==> src/rtl/riscv_pkg.sv <==
// riscv_pkg: shared definitions for the RV32 core's memory access path.
//   XLEN / XBYTES   datapath width and byte-lane count (only 32 / 4 supported)
//   lsu_state_e     load/store unit sequencing states
//   F3_*            RV32I load/store width codes carried in funct3
//   lsu_req_legal   width/alignment legality check for a load or store request
package riscv_pkg;

  localparam int XLEN   = 32;
  localparam int XBYTES = XLEN / 8;

  typedef enum logic [1:0] {
    IDLE = 2'd0,
    REQ  = 2'd1,
    RSP  = 2'd2
  } lsu_state_e;

  localparam logic [2:0] F3_B  = 3'b000;
  localparam logic [2:0] F3_H  = 3'b001;
  localparam logic [2:0] F3_W  = 3'b010;
  localparam logic [2:0] F3_BU = 3'b100;
  localparam logic [2:0] F3_HU = 3'b101;

  // Unsigned widths exist only for loads; halfwords need an even address
  // and words a 4-byte aligned one. Every other funct3 code is rejected.
  function automatic logic lsu_req_legal(input logic       store,
                                         input logic [2:0] funct3,
                                         input logic [1:0] addr_lo);
    logic ok;
    ok = 1'b0;
    case (funct3)
      F3_B:    ok = 1'b1;
      F3_H:    ok = ~addr_lo[0];
      F3_W:    ok = (addr_lo == 2'b00);
      F3_BU:   ok = ~store;
      F3_HU:   ok = ~store & ~addr_lo[0];
      default: ok = 1'b0;
    endcase
    return ok;
  endfunction

endpackage

==> src/rtl/load_align.sv <==
// load_align: combinational load data alignment and extension.
//   funct3_in   RV32I load width/sign code
//   addr_lo_in  byte offset of the load within the word
//   rdata_in    raw word returned by data memory
//   data_out    selected byte/half/word, sign- or zero-extended to XLEN
module load_align
  import riscv_pkg::*;
(
  input  logic [2:0]      funct3_in,
  input  logic [1:0]      addr_lo_in,
  input  logic [XLEN-1:0] rdata_in,
  output logic [XLEN-1:0] data_out
);

  logic [XLEN-1:0] shifted;

  // Bring the addressed byte lane down to bit 0, then extend by width.
  always_comb begin
    shifted  = rdata_in >> {addr_lo_in, 3'b000};
    data_out = shifted;
    case (funct3_in)
      F3_B:    data_out = {{(XLEN-8){shifted[7]}}, shifted[7:0]};
      F3_H:    data_out = {{(XLEN-16){shifted[15]}}, shifted[15:0]};
      F3_BU:   data_out = {{(XLEN-8){1'b0}}, shifted[7:0]};
      F3_HU:   data_out = {{(XLEN-16){1'b0}}, shifted[15:0]};
      default: data_out = shifted;
    endcase
  end

endmodule

==> src/rtl/load_store_unit.sv <==
// load_store_unit: data-memory access unit of the RV32 core.
//   clk_in / rst_in          clock (rising edge) and async active-high reset
//   req_*_in                 load/store request from the execute stage
//   busy_out                 combinational pipeline stall request
//   fault_out                1-cycle pulse for a misaligned/illegal request
//   dmem_*                   data-memory request/response handshake
//   load_valid_out           1-cycle pulse when load_data_out/load_rd_out update
//   load_data_out            extended load result for the writeback mux
//   load_rd_out              destination register of the returned load
module load_store_unit
  import riscv_pkg::*;
(
  input  logic              clk_in,
  input  logic              rst_in,
  input  logic              req_valid_in,
  input  logic              req_store_in,
  input  logic [2:0]        req_funct3_in,
  input  logic [XLEN-1:0]   req_addr_in,
  input  logic [XLEN-1:0]   req_wdata_in,
  input  logic [4:0]        req_rd_in,
  output logic              busy_out,
  output logic              fault_out,
  output logic              dmem_req_valid_out,
  input  logic              dmem_req_ready_in,
  output logic [XLEN-1:0]   dmem_addr_out,
  output logic              dmem_we_out,
  output logic [XBYTES-1:0] dmem_be_out,
  output logic [XLEN-1:0]   dmem_wdata_out,
  input  logic              dmem_rsp_valid_in,
  input  logic [XLEN-1:0]   dmem_rdata_in,
  output logic              load_valid_out,
  output logic [XLEN-1:0]   load_data_out,
  output logic [4:0]        load_rd_out
);

  lsu_state_e        state_q, state_d;
  logic [2:0]        funct3_q, funct3_d;
  logic [XLEN-1:0]   addr_q, addr_d;
  logic [XLEN-1:0]   wdata_q, wdata_d;
  logic [XBYTES-1:0] be_q, be_d;
  logic              we_q, we_d;
  logic [4:0]        rd_q, rd_d;
  logic              fault_q, fault_d;
  logic              load_valid_q, load_valid_d;
  logic [XLEN-1:0]   load_data_q, load_data_d;
  logic [4:0]        load_rd_q, load_rd_d;

  logic              req_legal;
  logic              accept;
  logic [XLEN-1:0]   aligned_data;

  assign req_legal = lsu_req_legal(req_store_in, req_funct3_in, req_addr_in[1:0]);
  assign accept    = (state_q == IDLE) & req_valid_in & req_legal;

  load_align u_load_align (
    .funct3_in  (funct3_q),
    .addr_lo_in (addr_q[1:0]),
    .rdata_in   (dmem_rdata_in),
    .data_out   (aligned_data)
  );

  always_ff @(posedge clk_in or posedge rst_in) begin
    if (rst_in) begin
      state_q      <= IDLE;
      funct3_q     <= '0;
      addr_q       <= '0;
      wdata_q      <= '0;
      be_q         <= '0;
      we_q         <= 1'b0;
      rd_q         <= '0;
      fault_q      <= 1'b0;
      load_valid_q <= 1'b0;
      load_data_q  <= '0;
      load_rd_q    <= '0;
    end else begin
      state_q      <= state_d;
      funct3_q     <= funct3_d;
      addr_q       <= addr_d;
      wdata_q      <= wdata_d;
      be_q         <= be_d;
      we_q         <= we_d;
      rd_q         <= rd_d;
      fault_q      <= fault_d;
      load_valid_q <= load_valid_d;
      load_data_q  <= load_data_d;
      load_rd_q    <= load_rd_d;
    end
  end

  always_comb begin
    state_d = state_q;
    case (state_q)
      IDLE:    if (accept) state_d = REQ;
      REQ:     if (dmem_req_ready_in) state_d = we_q ? IDLE : RSP;
      RSP:     if (dmem_rsp_valid_in) state_d = IDLE;
      default: state_d = IDLE;
    endcase
  end

  // Request fields are captured only on accept so the memory-side outputs
  // stay stable for as long as the memory holds off ready.
  always_comb begin
    funct3_d     = funct3_q;
    addr_d       = addr_q;
    wdata_d      = wdata_q;
    be_d         = be_q;
    we_d         = we_q;
    rd_d         = rd_q;
    fault_d      = 1'b0;
    load_valid_d = 1'b0;
    load_data_d  = load_data_q;
    load_rd_d    = load_rd_q;

    if ((state_q == IDLE) && req_valid_in && !req_legal) begin
      fault_d = 1'b1;
    end

    if (accept) begin
      funct3_d = req_funct3_in;
      addr_d   = req_addr_in;
      rd_d     = req_rd_in;
      we_d     = req_store_in;
      be_d     = 4'b1111;
      wdata_d  = req_wdata_in;
      if (req_store_in) begin
        case (req_funct3_in)
          F3_B: begin
            be_d    = 4'b0001 << req_addr_in[1:0];
            wdata_d = {4{req_wdata_in[7:0]}};
          end
          F3_H: begin
            be_d    = 4'b0011 << req_addr_in[1:0];
            wdata_d = {2{req_wdata_in[15:0]}};
          end
          default: ;
        endcase
      end
    end

    if ((state_q == RSP) && dmem_rsp_valid_in) begin
      load_valid_d = 1'b1;
      load_data_d  = aligned_data;
      load_rd_d    = rd_q;
    end
  end

  // Busy includes the accepting cycle so the requesting instruction is held
  // in execute before the state register has moved.
  always_comb begin
    busy_out           = (state_q != IDLE) | accept;
    dmem_req_valid_out = (state_q == REQ);
    fault_out          = fault_q;
    dmem_addr_out      = {addr_q[XLEN-1:2], 2'b00};
    dmem_we_out        = we_q;
    dmem_be_out        = be_q;
    dmem_wdata_out     = wdata_q;
    load_valid_out     = load_valid_q;
    load_data_out      = load_data_q;
    load_rd_out        = load_rd_q;
  end

endmodule

==> config.mk <==
export PLATFORM = sky130hd
export DESIGN_NAME = load_store_unit
export DESIGN_NICKNAME = d
export VERILOG_FILES = /design/src/rtl/riscv_pkg.sv /design/src/rtl/load_align.sv /design/src/rtl/load_store_unit.sv
export SDC_FILE = /design/constraint.sdc
export NUM_CORES = 1
export LEC_CHECK = 0
export CORE_MARGIN = 2
export CORE_UTILIZATION = 47
export CTS_CLUSTER_DIAMETER = 150
export CTS_CLUSTER_SIZE = 28
export DETAILED_ROUTE_END_ITERATION = 12
export HOLD_SLACK_MARGIN = 0.1
export PLACE_DENSITY = 0.95
export SLEW_MARGIN = 20
export SYNTH_ARGS = -nofsm -noshare
export SYNTH_HDL_FRONTEND = slang
export SYNTH_HIERARCHICAL = 1
export SYNTH_SLANG_ARGS = --single-unit
==> constraint.sdc <==
create_clock -name clk_in -period 7.3 [get_ports clk_in]
set_clock_uncertainty 0.1 [all_clocks]
set_input_delay 1.46 -clock clk_in [delete_from_list [all_inputs] [get_ports clk_in]]
set_output_delay 1.46 -clock clk_in [all_outputs]
set_load 0.1 [all_outputs]
# Yosys cells after proc, flatten, opt, wreduce, memory -nomap -nowiden
# Cells that the tools add are included.
# word_totals
n_memories	0
latch_bits	0
inputBits	110
regBits	118
ramBits	0
out_inout_bits	110
elab_cells	55
romBits	0
# op_classes
addsub	0
eq_ne	12
n_reduce_logical	10
n_bitwise	6
div	0
mux	13
n_lt_le_gt_ge	0
n_mul	0
shift	3
# op_table
cell	n
$pmux W32 S4	1
$pmux W32 S2	1
$mux W32	1
$shr A32 B5 Y32	1
$eq A3 B3 Y1 const B	4
$mux W2	4
$pmux W4 S2	1
$eq A3 B1 Y1 const B	2
$logic_not A3 Y1	2
$pmux W2 S3	1
$pmux W1 S5	1
$logic_not A2 Y1	2
$mux W4	1
$ne A2 B2 Y1 const B	2
$shl A1 B2 Y4 const A	1
$shl A2 B2 Y4 const A	1
$and A1 B1 Y1	3
$eq A3 B2 Y1 const B	1
$logic_and A1 B1 Y1	3
$reduce_and A3 Y1	1
$eq A2 B1 Y1 const B	1
$eq A2 B2 Y1 const B	1
$mux W1	2
$ne A2 B1 Y1 const B	1
4 further kinds	5

# Depth between registers and ports, before layout
# depth
depth_word	6
ltp_mapped	7
ltp_nobuf	5

# Cells and area by module
# The synthesis kept the hierarchy.
# by_module_without_submodules
module	area_each_um2	instances	seq_area_each_um2	cells_each
load_store_unit	5123.7	1	2952.8	340
load_align	694.4	1	0.0	107

# Worst setup path after synthesis
# OpenSTA, ideal clock, no wires.
# synth_path
kind	in2out
from	input req_addr_in[0]
to	output busy_out
stages	3
n_path_buf	0
setup_slack_ps	3194
required_time_ps	5740
arrival_ps	2546
path_cell_list	nor4_4 -> o21ai_0 -> nand2_1
# synth_between
elab_chain_len	5
elab_cells_between_ends	6
classes_between	mux: 1; bitwise: 4; reduce/logical: 1
# synth_lines
element	line_no	rtl
start, declared	load_store_unit.sv:18	input logic [XLEN-1:0] req_addr_in,
$not A1 Y1	riscv_pkg.sv:32, riscv_pkg.sv:35	
$and A1 B1 Y1	riscv_pkg.sv:35	F3_HU: ok = ~store & ~addr_lo[0];
$pmux W1 S5 (*)	riscv_pkg.sv:30	case (funct3)
$and A1 B1 Y1 (*)	load_store_unit.sv:53	assign accept = (state_q == IDLE) & req_valid_in & req_legal;
$or A1 B1 Y1 (*)	load_store_unit.sv:150	busy_out = (state_q != IDLE) | accept;
end, declared	load_store_unit.sv:21	output logic busy_out,
# Mark *: on every way between the ends. The rest lies on a longest branch, timed or not.

# Worst setup path after layout
# layout_path
from	input req_funct3_in[0]
to	output busy_out
# layout_between
elab_chain_len	4
elab_cells_between_ends	8
classes_between	eq/ne: 4; mux: 1; bitwise: 2; reduce/logical: 1
# layout_lines
element	line_no	rtl
start, declared	load_store_unit.sv:17	input logic [2:0] req_funct3_in,
$eq A3 B3 Y1, or another cell as far along	riscv_pkg.sv:30	
$pmux W1 S5 (*)	riscv_pkg.sv:30	
$and A1 B1 Y1 (*)	load_store_unit.sv:53	
$or A1 B1 Y1 (*)	load_store_unit.sv:150	
# Marks and branches as above.

==> impl_results.md <==
- Seq/Total Area, Yosys: 0.508
- Sum of overflow across all layers after global routing: 0
- Mean cell area of the mapped netlist: 13.0 µm²
- Gates resized, CTS repair: 0
- Count of buffers from port buffering: 217
- Die Ht: 115 µm
- Antenna diode count: 0
- Cells after synthesis: 447
- Run status: finished, final reports clean
- Final core area utilization: 0.702
- Yosys cell types: 31
- Post-detailed-route count of antenna-violating nets: 0
- Root buffer cell: clkbuf_16
- Clock Pin Slew Worst Setup and Hold Paths: 50 ps
- Drt total wl: 15400 µm
- Worst setup SP type: input pin
- Maximum number of pins on one net before global-route repair: 66
- CP max FO: 14
- Hold buffer count at cts: 0
- Hold Crit Endpoint: dmem_be_out[1]$_DFFE_PP0P_
- Setup slack on the worst flop-to-flop path: 4900 ps
- Row cnt: 40
- Number of cells on the worst hold path: 1
- Router iterations before antenna repair: 5
- Fraction of final layout cells with drive strength greater than 1: 0.271
- Final critical path time including I/O delays and setup: 5790 ps
- Setup repair after global routing missed its margin: no
- Layout Area Growth over Synthesis: 45.6%
- Effective utilization at floorplan: 0.482
- Maximum count of clock buffers along a single path: 2
- Synth Warn #: 6
- Cell Area, Synth: 5820 µm²
- Final weighted congestion in routability-driven placement: 0.833
- Number of setup buffers added after CTS: 0
- Top achievable clock speed: 173 MHz
- Share of the cycle needed by the critical path after routing: 0.793
- Critical path data arrival time: 4230 ps
- Beginning of the worst hold path: dmem_be_out[1]$_DFFE_PP0P_
- Wire length of the first global-routing pass: 23700 µm
- Required time of the critical path: 5740 ps
- Final Max Tran Viols: 0
- Routed vias/inst: 5.24
- HPWL after detailed placement: 11400 µm
- Critical path class: in2out
- Setup violators final: 0
- Maximum level of the CTS H-tree: 4
- Transition at the pin with the smallest max-transition slack: 1050 ps
- Reg2Reg Depth: 5
- DR iter-0 viols: 187
- Antenna violations before repair: 0
- Total Nets Final: 743
- CTS tree: built
- Normalized max-slew margin: 0.298
- Max_cap viols: 0
- Top-level I/O count: 220
- Worst r2r src: addr_q[1]$_DFFE_PP0P_
- Clock insertion delay at the later pin of the skew report: 400 ps
- Clock Sinks: 118
- DRC errors left: 0
- Number of global-route vias before repair: 4645
- Total routing resource utilization after global routing: 0.235
- Kind of end point of the critical path: primary output
- Hold Violations, Final: 0
- Width of the chip: 115 µm
- Endpoint of the most critical register-to-register path: load_data_out[31]$_DFFE_PP0P_
- Vias post-DR: 4269
- Final instance area: 8470 µm²
- Area of the core region: 12100 µm²
- Min-delay worst type: reg2reg
- Placed Area: 7870 µm²
- Area of the die: 13300 µm²
- Inserted Clock Buffers: 17
- Setup_tns: 0 ps
- Wirelength per Cell: 18.9 µm
- Count of state elements after synthesis: 118
[worst max-delay path: stages]
cell	delay (ps)
clkdlybuf4s50_1	780
a221oi_2	590
o21ai_0	150
nand2_1	90
clkdlybuf4s50_1	1150
[cells in the mapped netlist, drive strengths merged]
master,instances,area share
and2,1,0.0011
a21oi,8,0.0069
buf,52,0.065
nor2,21,0.014
nand3b,2,0.0026
mux2,146,0.28
a211oi,14,0.018
clkbuf,4,0.0026
conb,1,0.00064
o211ai,1,0.0022
nor2b,8,0.0086
nand2,18,0.012
a221oi,1,0.0026
inv,6,0.0039
nor4,1,0.0037
nand2b,4,0.0056
a32o,1,0.0017
mux2i,20,0.034
nand4b,1,0.0015
dfrtp,118,0.51
a21boi,1,0.0019
o21ai,13,0.013
nor3b,3,0.0047
o2111ai,1,0.0015
a311oi,1,0.0026
[layout by cell type, fill, tap and decap left out, types with 2 or more instances in the layout]
cell type,instances
nor3b_1,2
clkdlybuf4s50_1,217
nand2_1,18
nand2b_1,3
o21ai_2,2
nor2_1,21
nand3b_1,2
mux2_2,127
mux2i_1,20
clkinvlp_4,4
bufinv_16,2
a21oi_1,8
inv_6,2
dfrtp_1,118
buf_4,4
conb_1,2
a211oi_1,14
mux2_1,19
inv_1,5
clkinv_4,4
clkbuf_8,2
clkbuf_16,17
nor2b_1,8
o21ai_0,10
[cell families (layout without fill, tap and decap cells)]
logic type / after synthesis / count (layout) / share of synthesized area
AOI/OAI and AO/OA: 41 / 41 / 0.0505
muxes: 166 / 166 / 0.317
DFF: 118 / 118 / 0.508
other: 1 / 2 / 0.000645
and+or+nand+nor: 59 / 59 / 0.0529
buffers and inverters: 62 / 260 / 0.0714
[state kept, by name, summed over array words and instances (netlist names), 2 cells and up]
register / cells
addr_q: 32
dmem_wdata_out: 32
load_data_out: 32
load_rd_out: 5
rd_q: 5
dmem_be_out: 4
funct3_q: 3
state_q: 2
[cell type report]
type | count | area (µm²)
sequential | 118 | 2950
clock buffer | 19 | 453
tap | 168 | 210
inverter | 6 | 25.0
multi-input combinational | 268 | 2470
timing repair buffer | 222 | 2220
clock inverter | 13 | 148
fill | 823 | 3590
[routing by layer]
layer	wire [µm]	global-route usage	vias to the layer above	part of all wire
met3	1720	0.119	29	0.11
met2	7710	0.410	209	0.50
met4	331	0.0859	0	0.021
li1	-	-	1927	-
met1	5640	0.243	2104	0.37
met5	0	0	-	0
[stage by stage]
| step | setup WS (ps) | cells | hold slack [ps] |
|---|---|---|---|
| after detailed placement | 1500 | 782 | 382 |
| after floorplan | 2610 | 448 | 360 |
| final | 1510 | 814 | 394 |
| after global routing | 1360 | 814 | 416 |
| after global placement | 1580 | 781 | 370 |
| after CTS | 1530 | 814 | 400 |
[worst max-delay path by stage]
stage	startpoint	endpoint	slack [ps]	depth (start not counted)
after global routing	req_funct3_in[0]	busy_out	1360	5
after CTS	req_funct3_in[0]	busy_out	1530	5
after detailed placement	req_funct3_in[0]	busy_out	1500	5
after global placement	req_funct3_in[0]	busy_out	1580	5
final	req_funct3_in[0]	busy_out	1510	5
after floorplan	rst_in	addr_q[0]$_DFFE_PP0P_	2610	1
Power is left out: the tool's default activity adds up to more than one toggle a clock period on the data nets, which glitch-free logic cannot reach.
